File: src/rtl/debug_frame_tx_if.sv
`default_nettype none
// ============================================================================
// Module      : debug_frame_tx_if
// Description : Handshake bundle between the debug snapshot source, the
//               debug frame serializer and the UART transmitter.
//               slave  = serializer side, master = driver/environment side.
// Revision    : 1.0 - initial release
// ============================================================================
interface debug_frame_tx_if #(
    parameter int NB_DATA = 32,
    parameter int NB_BYTE = 8
);
    logic               i_start;
    logic [NB_DATA-1:0] i_pc;
    logic [NB_DATA-1:0] i_instruction;
    logic [NB_DATA-1:0] i_data;
    logic               i_tx_done_tick;
    logic               o_tx_start;
    logic [NB_BYTE-1:0] o_tx_data;
    logic               o_busy;
    logic               o_done;

    modport master (
        output i_start,
        output i_pc,
        output i_instruction,
        output i_data,
        output i_tx_done_tick,
        input  o_tx_start,
        input  o_tx_data,
        input  o_busy,
        input  o_done
    );

    modport slave (
        input  i_start,
        input  i_pc,
        input  i_instruction,
        input  i_data,
        input  i_tx_done_tick,
        output o_tx_start,
        output o_tx_data,
        output o_busy,
        output o_done
    );
endinterface
`default_nettype wire

File: src/rtl/debug_frame_tx.sv
`default_nettype none
// ============================================================================
// Module      : debug_frame_tx
// Description : Captures PC, instruction and a debug data word on a start
//               pulse and streams HEADER, PC, INSTR, DATA (MSB byte first)
//               into a UART transmitter via the tx_start/tx_done_tick
//               handshake.
//               Optional feature macro: DEBUG_FRAME_CHECKSUM_EN - appends one
//               trailing byte, the XOR of all preceding bytes incl. HEADER.
// Revision    : 1.0 - initial release
// ============================================================================
module debug_frame_tx #(
    parameter int                 NB_DATA = 32,
    parameter int                 NB_BYTE = 8,
    parameter logic [NB_BYTE-1:0] HEADER  = 8'hA5
) (
    input  wire logic          i_clk,
    input  wire logic          i_reset,   // synchronous, active-low
    debug_frame_tx_if.slave    bus
);

    localparam int WORD_BYTES = NB_DATA / NB_BYTE;
    localparam int DATA_BYTES = 1 + 3 * WORD_BYTES;   // header + three words
`ifdef DEBUG_FRAME_CHECKSUM_EN
    localparam int FRAME_LEN  = DATA_BYTES + 1;
`else
    localparam int FRAME_LEN  = DATA_BYTES;
`endif
    localparam int IDX_W      = $clog2(FRAME_LEN);
    localparam int FRAME_BITS = NB_BYTE + 3 * NB_DATA;

    localparam logic [1:0] S_IDLE = 2'd0;
    localparam logic [1:0] S_LOAD = 2'd1;
    localparam logic [1:0] S_WAIT = 2'd2;
    localparam logic [1:0] S_DONE = 2'd3;

    logic [1:0]         state_q, state_d;
    logic [IDX_W-1:0]   idx_q, idx_d;
    logic [NB_DATA-1:0] pc_q, pc_d;
    logic [NB_DATA-1:0] instr_q, instr_d;
    logic [NB_DATA-1:0] data_q, data_d;
    logic [NB_BYTE-1:0] tx_data_q, tx_data_d;
`ifdef DEBUG_FRAME_CHECKSUM_EN
    logic [NB_BYTE-1:0] chk_q, chk_d;
`endif

    logic [IDX_W-1:0]      next_idx;
    logic [IDX_W-1:0]      sel_idx;
    logic                  last_byte;
    logic [FRAME_BITS-1:0] frame_bits;
    logic [NB_BYTE-1:0]    byte_sel;

    // Index arithmetic: which byte is loaded on the next LOAD entry
    always_comb begin
        next_idx  = idx_q + IDX_W'(1);
        last_byte = (idx_q == IDX_W'(FRAME_LEN - 1));
        // From IDLE the header (index 0) is next; otherwise the following byte
        sel_idx   = (state_q == S_IDLE) ? '0 : next_idx;
    end

    // Byte mux over the latched frame; header is a constant so it is valid
    // even before the words are latched on the start cycle
    always_comb begin
        frame_bits = {HEADER, pc_q, instr_q, data_q};
        byte_sel   = '0;
        for (int k = 0; k < DATA_BYTES; k++) begin
            if (sel_idx == IDX_W'(k)) begin
                byte_sel = frame_bits[FRAME_BITS-1-k*NB_BYTE -: NB_BYTE];
            end
        end
`ifdef DEBUG_FRAME_CHECKSUM_EN
        if (sel_idx == IDX_W'(DATA_BYTES)) begin
            byte_sel = chk_q;
        end
`endif
    end

    // State and datapath registers with synchronous active-low reset
    always_ff @(posedge i_clk) begin
        if (!i_reset) begin
            state_q   <= S_IDLE;
            idx_q     <= '0;
            pc_q      <= '0;
            instr_q   <= '0;
            data_q    <= '0;
            tx_data_q <= '0;
`ifdef DEBUG_FRAME_CHECKSUM_EN
            chk_q     <= '0;
`endif
        end else begin
            state_q   <= state_d;
            idx_q     <= idx_d;
            pc_q      <= pc_d;
            instr_q   <= instr_d;
            data_q    <= data_d;
            tx_data_q <= tx_data_d;
`ifdef DEBUG_FRAME_CHECKSUM_EN
            chk_q     <= chk_d;
`endif
        end
    end

    // Next-state logic: IDLE -> LOAD -> WAIT -> (LOAD | DONE) -> IDLE
    always_comb begin
        state_d = state_q;
        case (state_q)
            S_IDLE: begin
                if (bus.i_start) begin
                    state_d = S_LOAD;
                end
            end
            S_LOAD: begin
                state_d = S_WAIT;
            end
            S_WAIT: begin
                if (bus.i_tx_done_tick) begin
                    state_d = last_byte ? S_DONE : S_LOAD;
                end
            end
            S_DONE: begin
                state_d = S_IDLE;
            end
            default: begin
                state_d = S_IDLE;
            end
        endcase
    end

    // Output and datapath updates; tx_data is loaded on LOAD entry so it
    // only changes at the start of a LOAD cycle and is stable through WAIT
    always_comb begin
        idx_d     = idx_q;
        pc_d      = pc_q;
        instr_d   = instr_q;
        data_d    = data_q;
        tx_data_d = tx_data_q;
`ifdef DEBUG_FRAME_CHECKSUM_EN
        chk_d     = chk_q;
`endif
        case (state_q)
            S_IDLE: begin
                idx_d = '0;
`ifdef DEBUG_FRAME_CHECKSUM_EN
                chk_d = '0;
`endif
                if (bus.i_start) begin
                    pc_d      = bus.i_pc;
                    instr_d   = bus.i_instruction;
                    data_d    = bus.i_data;
                    tx_data_d = byte_sel;
`ifdef DEBUG_FRAME_CHECKSUM_EN
                    chk_d     = byte_sel;
`endif
                end
            end
            S_WAIT: begin
                if (bus.i_tx_done_tick && !last_byte) begin
                    idx_d     = next_idx;
                    tx_data_d = byte_sel;
`ifdef DEBUG_FRAME_CHECKSUM_EN
                    chk_d     = chk_q ^ byte_sel;
`endif
                end
            end
            default: begin
            end
        endcase
    end

    // Port drive
    always_comb begin
        bus.o_tx_start = (state_q == S_LOAD);
        bus.o_tx_data  = tx_data_q;
        bus.o_busy     = (state_q != S_IDLE);
        bus.o_done     = (state_q == S_DONE);
    end

endmodule
`default_nettype wire

File: src/flat_wrapper.sv
// flat-port wrapper written by rule: the top's interface ports become plain ports
module debug_frame_tx_flat 
#(
    parameter int                 NB_DATA = 32,
    parameter int                 NB_BYTE = 8,
    parameter logic [NB_BYTE-1:0] HEADER  = 8'hA5
)
  (i_clk, i_reset, bus_i_start, bus_i_pc, bus_i_instruction, bus_i_data, bus_i_tx_done_tick, bus_o_tx_start, bus_o_tx_data, bus_o_busy, bus_o_done);
  debug_frame_tx_if #(.NB_DATA(NB_DATA), .NB_BYTE(NB_BYTE)) bus_i ();
  input  wire logic i_clk;
  input  wire logic i_reset;
  input wire logic [$bits(bus_i.i_start)-1:0] bus_i_start;
  input wire logic [$bits(bus_i.i_pc)-1:0] bus_i_pc;
  input wire logic [$bits(bus_i.i_instruction)-1:0] bus_i_instruction;
  input wire logic [$bits(bus_i.i_data)-1:0] bus_i_data;
  input wire logic [$bits(bus_i.i_tx_done_tick)-1:0] bus_i_tx_done_tick;
  output wire logic [$bits(bus_i.o_tx_start)-1:0] bus_o_tx_start;
  output wire logic [$bits(bus_i.o_tx_data)-1:0] bus_o_tx_data;
  output wire logic [$bits(bus_i.o_busy)-1:0] bus_o_busy;
  output wire logic [$bits(bus_i.o_done)-1:0] bus_o_done;
  assign bus_i.i_start = bus_i_start;
  assign bus_i.i_pc = bus_i_pc;
  assign bus_i.i_instruction = bus_i_instruction;
  assign bus_i.i_data = bus_i_data;
  assign bus_i.i_tx_done_tick = bus_i_tx_done_tick;
  assign bus_o_tx_start = bus_i.o_tx_start;
  assign bus_o_tx_data = bus_i.o_tx_data;
  assign bus_o_busy = bus_i.o_busy;
  assign bus_o_done = bus_i.o_done;
  debug_frame_tx #(.NB_DATA(NB_DATA), .NB_BYTE(NB_BYTE), .HEADER(HEADER)) u_core (.i_clk(i_clk), .i_reset(i_reset), .bus(bus_i));
endmodule
File: config.mk
export PLATFORM = sky130hd
export DESIGN_NAME = debug_frame_tx_flat
export DESIGN_NICKNAME = d
export VERILOG_FILES = /design/src/rtl/debug_frame_tx_if.sv /design/src/rtl/debug_frame_tx.sv /design/src/flat_wrapper.sv
export SDC_FILE = /design/constraint.sdc
export NUM_CORES = 1
export LEC_CHECK = 0
export BUFFER_PORTS_ARGS = -buffer_cell sky130_fd_sc_hd__buf_2
export CAP_MARGIN = 0
export CORE_ASPECT_RATIO = 0.75
export CORE_MARGIN = 5
export CORE_UTILIZATION = 50
export DETAILED_ROUTE_END_ITERATION = 7
export PLACE_DENSITY = 0.84
export SLEW_MARGIN = 20
export SYNTH_ARGS = -nofsm -noshare
export SYNTH_HDL_FRONTEND = slang
export SYNTH_SLANG_ARGS = --single-unit
File: constraint.sdc
create_clock -name i_clk -period 2.7 [get_ports i_clk]
set_input_delay 0.54 -clock i_clk [delete_from_list [all_inputs] [get_ports i_clk]]
set_output_delay 0.54 -clock i_clk [all_outputs]
set_load 0.03 [all_outputs]
==> metrics <==
status=completed; largest net degree at the start of global routing=113; setup slack after layout=0.262 ns; hold buffers post-CTS=0; Final Setup Violations=0; crit-path cells=buf_4 > ha_1 > and2_1 > a21o_1 > a22oi_2 > nor3_1 > or4_1 > a32o_1; drt first pass iters=5; cell taking the most area after synthesis=dfxtp_1; sequential element share of the synthesized area=0.414; cells on worst reg2reg path=8; PostCTS Resize Cnt=0; setup TNS=0 ns; synthesis-stage register bit count=110; Worst path slowest cell=or4_1; gr ovfl total=0; Iteration-0 DRC Markers=410; vias in the first global route=4962; hold_sp=bus_i_instruction[3]; IO Port Bufs=110; initial antenna violation count=0; die span in x=129 µm; n_diodes=0; final wirelength=16000 µm; achievable frequency=410 MHz; top post-synthesis cells by area=dfxtp_1 (41%), nand2_1 (16%), a21boi_0 (14%); dpl hpwl=12100 µm; Post-DRT Antenna Nets=0; die span in y=99.3 µm; worst hold slack=0.422 ns; Syn. warnings=0; delay of the slowest critical-path stage=0.52 ns; Largest delay share family, worst path=simple AND/OR/NAND/NOR gates; final hold violations=0; layout cell share with drive strength beyond 1=0.218; Root Buffer=clkbuf_16; via count=5226; RSZ-0062 raised after global routing=no; WHS Endpoint=u_core.instr_q[3]; CTS tree=yes; synthesized instance count=676; final instance area=0.00637 mm²; R2R Path Start=u_core.idx_q[0]; clk buf depth=2; P_leak=2.52 nW; Clk pin slew, worst setup/hold paths=0.08 ns; worst reg2reg endpoint=u_core.bus.o_tx_data[3]; total track usage=0.249; Rel. slew slack=0.580; Design Power=3.65 mW; commonest non-fill, non-tap cells in the layout=nand2_1 (226), buf_2 (110), dfxtp_1 (110); fin crit share=0.903; total CTS buffers=9; Slew Limit Fails=0; Worst-Margin Slew=0.626 ns; Post-Syn Area=0.00532 mm²; pre-CTS WS=0.276 ns; Synth top area share=0.414; PwrDens=573 mW/mm²; CP Launch Type=flip-flop; first-pass GRT wire length=25500 µm; Mapped Avg Cell Area=7.86 µm²; Post-synth EDFFs=0; flop2flop setup slack=0.26 ns; GPL Wtd Cong=0.924; Post-CTS Setup Inserts=0; syn_nets=778; die area=0.0128 mm²; Synth Flop Type=dfxtp_1; worst hold-check path type=input port to flip-flop; Layout Nets=880; worst-skew pair later-pin latency=0.36 ns; max_cap viols=0; worst path buffer plus inverter count=1; # IOs=111; hold depth=3; worst path required time=2.95 ns; async set-reset flop share out of synthesis=0; H-tree depth=3; Worst EP arrival=2.69 ns; worst vdd ir=0.000304 V; most common cell after layout, fill and taps aside=nand2_1; vias per cell=5.69; Clock Sinks=110; Max Fanout on Critical Path=9; CP endpoint kind=flip-flop; Synth cell types=63; WL/cell=17.4 µm; Post-DP Area=0.00609 mm²; Layout area overhead=19.9%; Starting Density=0.515; core area=0.0103 mm²; Worst Setup Path Type=flip-flop to flip-flop; post-layout min period=2.44 ns; DRC Markers=0; clock skew=0.0147 ns; standard-cell rows=32
-- per-stage QoR --
stage,cells,utilization
after floorplan,676,-
after global placement,903,0.589
after detailed placement,903,0.589
after CTS,919,0.617
after global routing,919,0.617
final,919,0.617
-- Yosys cell counts (3+ instances only) --
cell	count
mux2i_1	8
nor3_1	13
a21boi_0	96
clkbuf_1	36
a221oi_1	4
o32ai_1	3
a22oi_1	5
o31ai_1	3
o21ai_0	15
nor2b_1	7
dfxtp_1	110
a2111oi_0	4
buf_6	3
nor3b_1	3
and2_1	4
a21oi_1	18
nor4_1	4
nor2_1	16
nand4_1	3
buf_1	5
nand2_1	227
nand3_1	13
o22ai_1	4
inv_1	5
o311ai_0	6
buf_2	8
-- state kept, by name, summed over array words and instances (netlist names) --
| register | flops |
|---|---|
| u_core.pc_q | 32 |
| u_core.instr_q | 32 |
| u_core.bus.o_tx_data | 8 |
| u_core.state_q | 2 |
| u_core.idx_q | 4 |
| u_core.data_q | 32 |
-- area by class of cell --
type / instances / area (µm²)
fill: 909 / 3960
multi-input combinational: 507 / 2860
sequential: 110 / 2200
timing repair buffer: 143 / 823
clock buffer: 10 / 229
tap: 136 / 170
clock inverter: 6 / 57.6
inverter: 7 / 27.5
-- worst max path at each step --
stage	from	endpoint	slack [ns]	cells after the start
3_5_place_dp	u_core.idx_q[0]	u_core.bus.o_tx_data[3]	0.28	8
4_1_cts	u_core.idx_q[0]	u_core.bus.o_tx_data[3]	0.25	8
3_3_place_gp	u_core.idx_q[0]	u_core.bus.o_tx_data[3]	0.22	8
6_report	u_core.idx_q[0]	u_core.bus.o_tx_data[3]	0.26	8
2_1_floorplan	u_core.idx_q[0]	u_core.bus.o_tx_data[6]	0.02	10
5_1_grt	u_core.idx_q[0]	u_core.bus.o_tx_data[3]	0.04	8
-- metal layers --
metal,routed length [µm],vias up,GRT usage
li1,-,2548,-
met3,1170,13,0.0505
met4,163,0,0.0460
met5,0,-,0
met2,6940,198,0.377
met1,7690,2467,0.370
-- cell families after synthesis --
logic type / share of synthesized area
compound gates: 0.260
flops: 0.414
simple gates: 0.238
mux: 0.0257
xor+xnor: 0.00965
fa+ha+maj: 0.00471
buf+inv: 0.0478
-- worst register-to-register path: stages (launching register included) --
cell     delay, ns
dfxtp_1       0.34
buf_4         0.16
ha_1          0.29
and2_1        0.22
a21o_1        0.20
a22oi_2       0.23
nor3_1        0.10
or4_1         0.52
a32o_1        0.27
-- report_power, final --
part	internal (mW)	total [mW]	switching (mW)
Combinational	0.218	0.551	0.333
Sequential	1.73	1.80	0.0749
Clock	0.652	1.30	0.647
No activity file was read; power rests on OpenSTA's default activity.
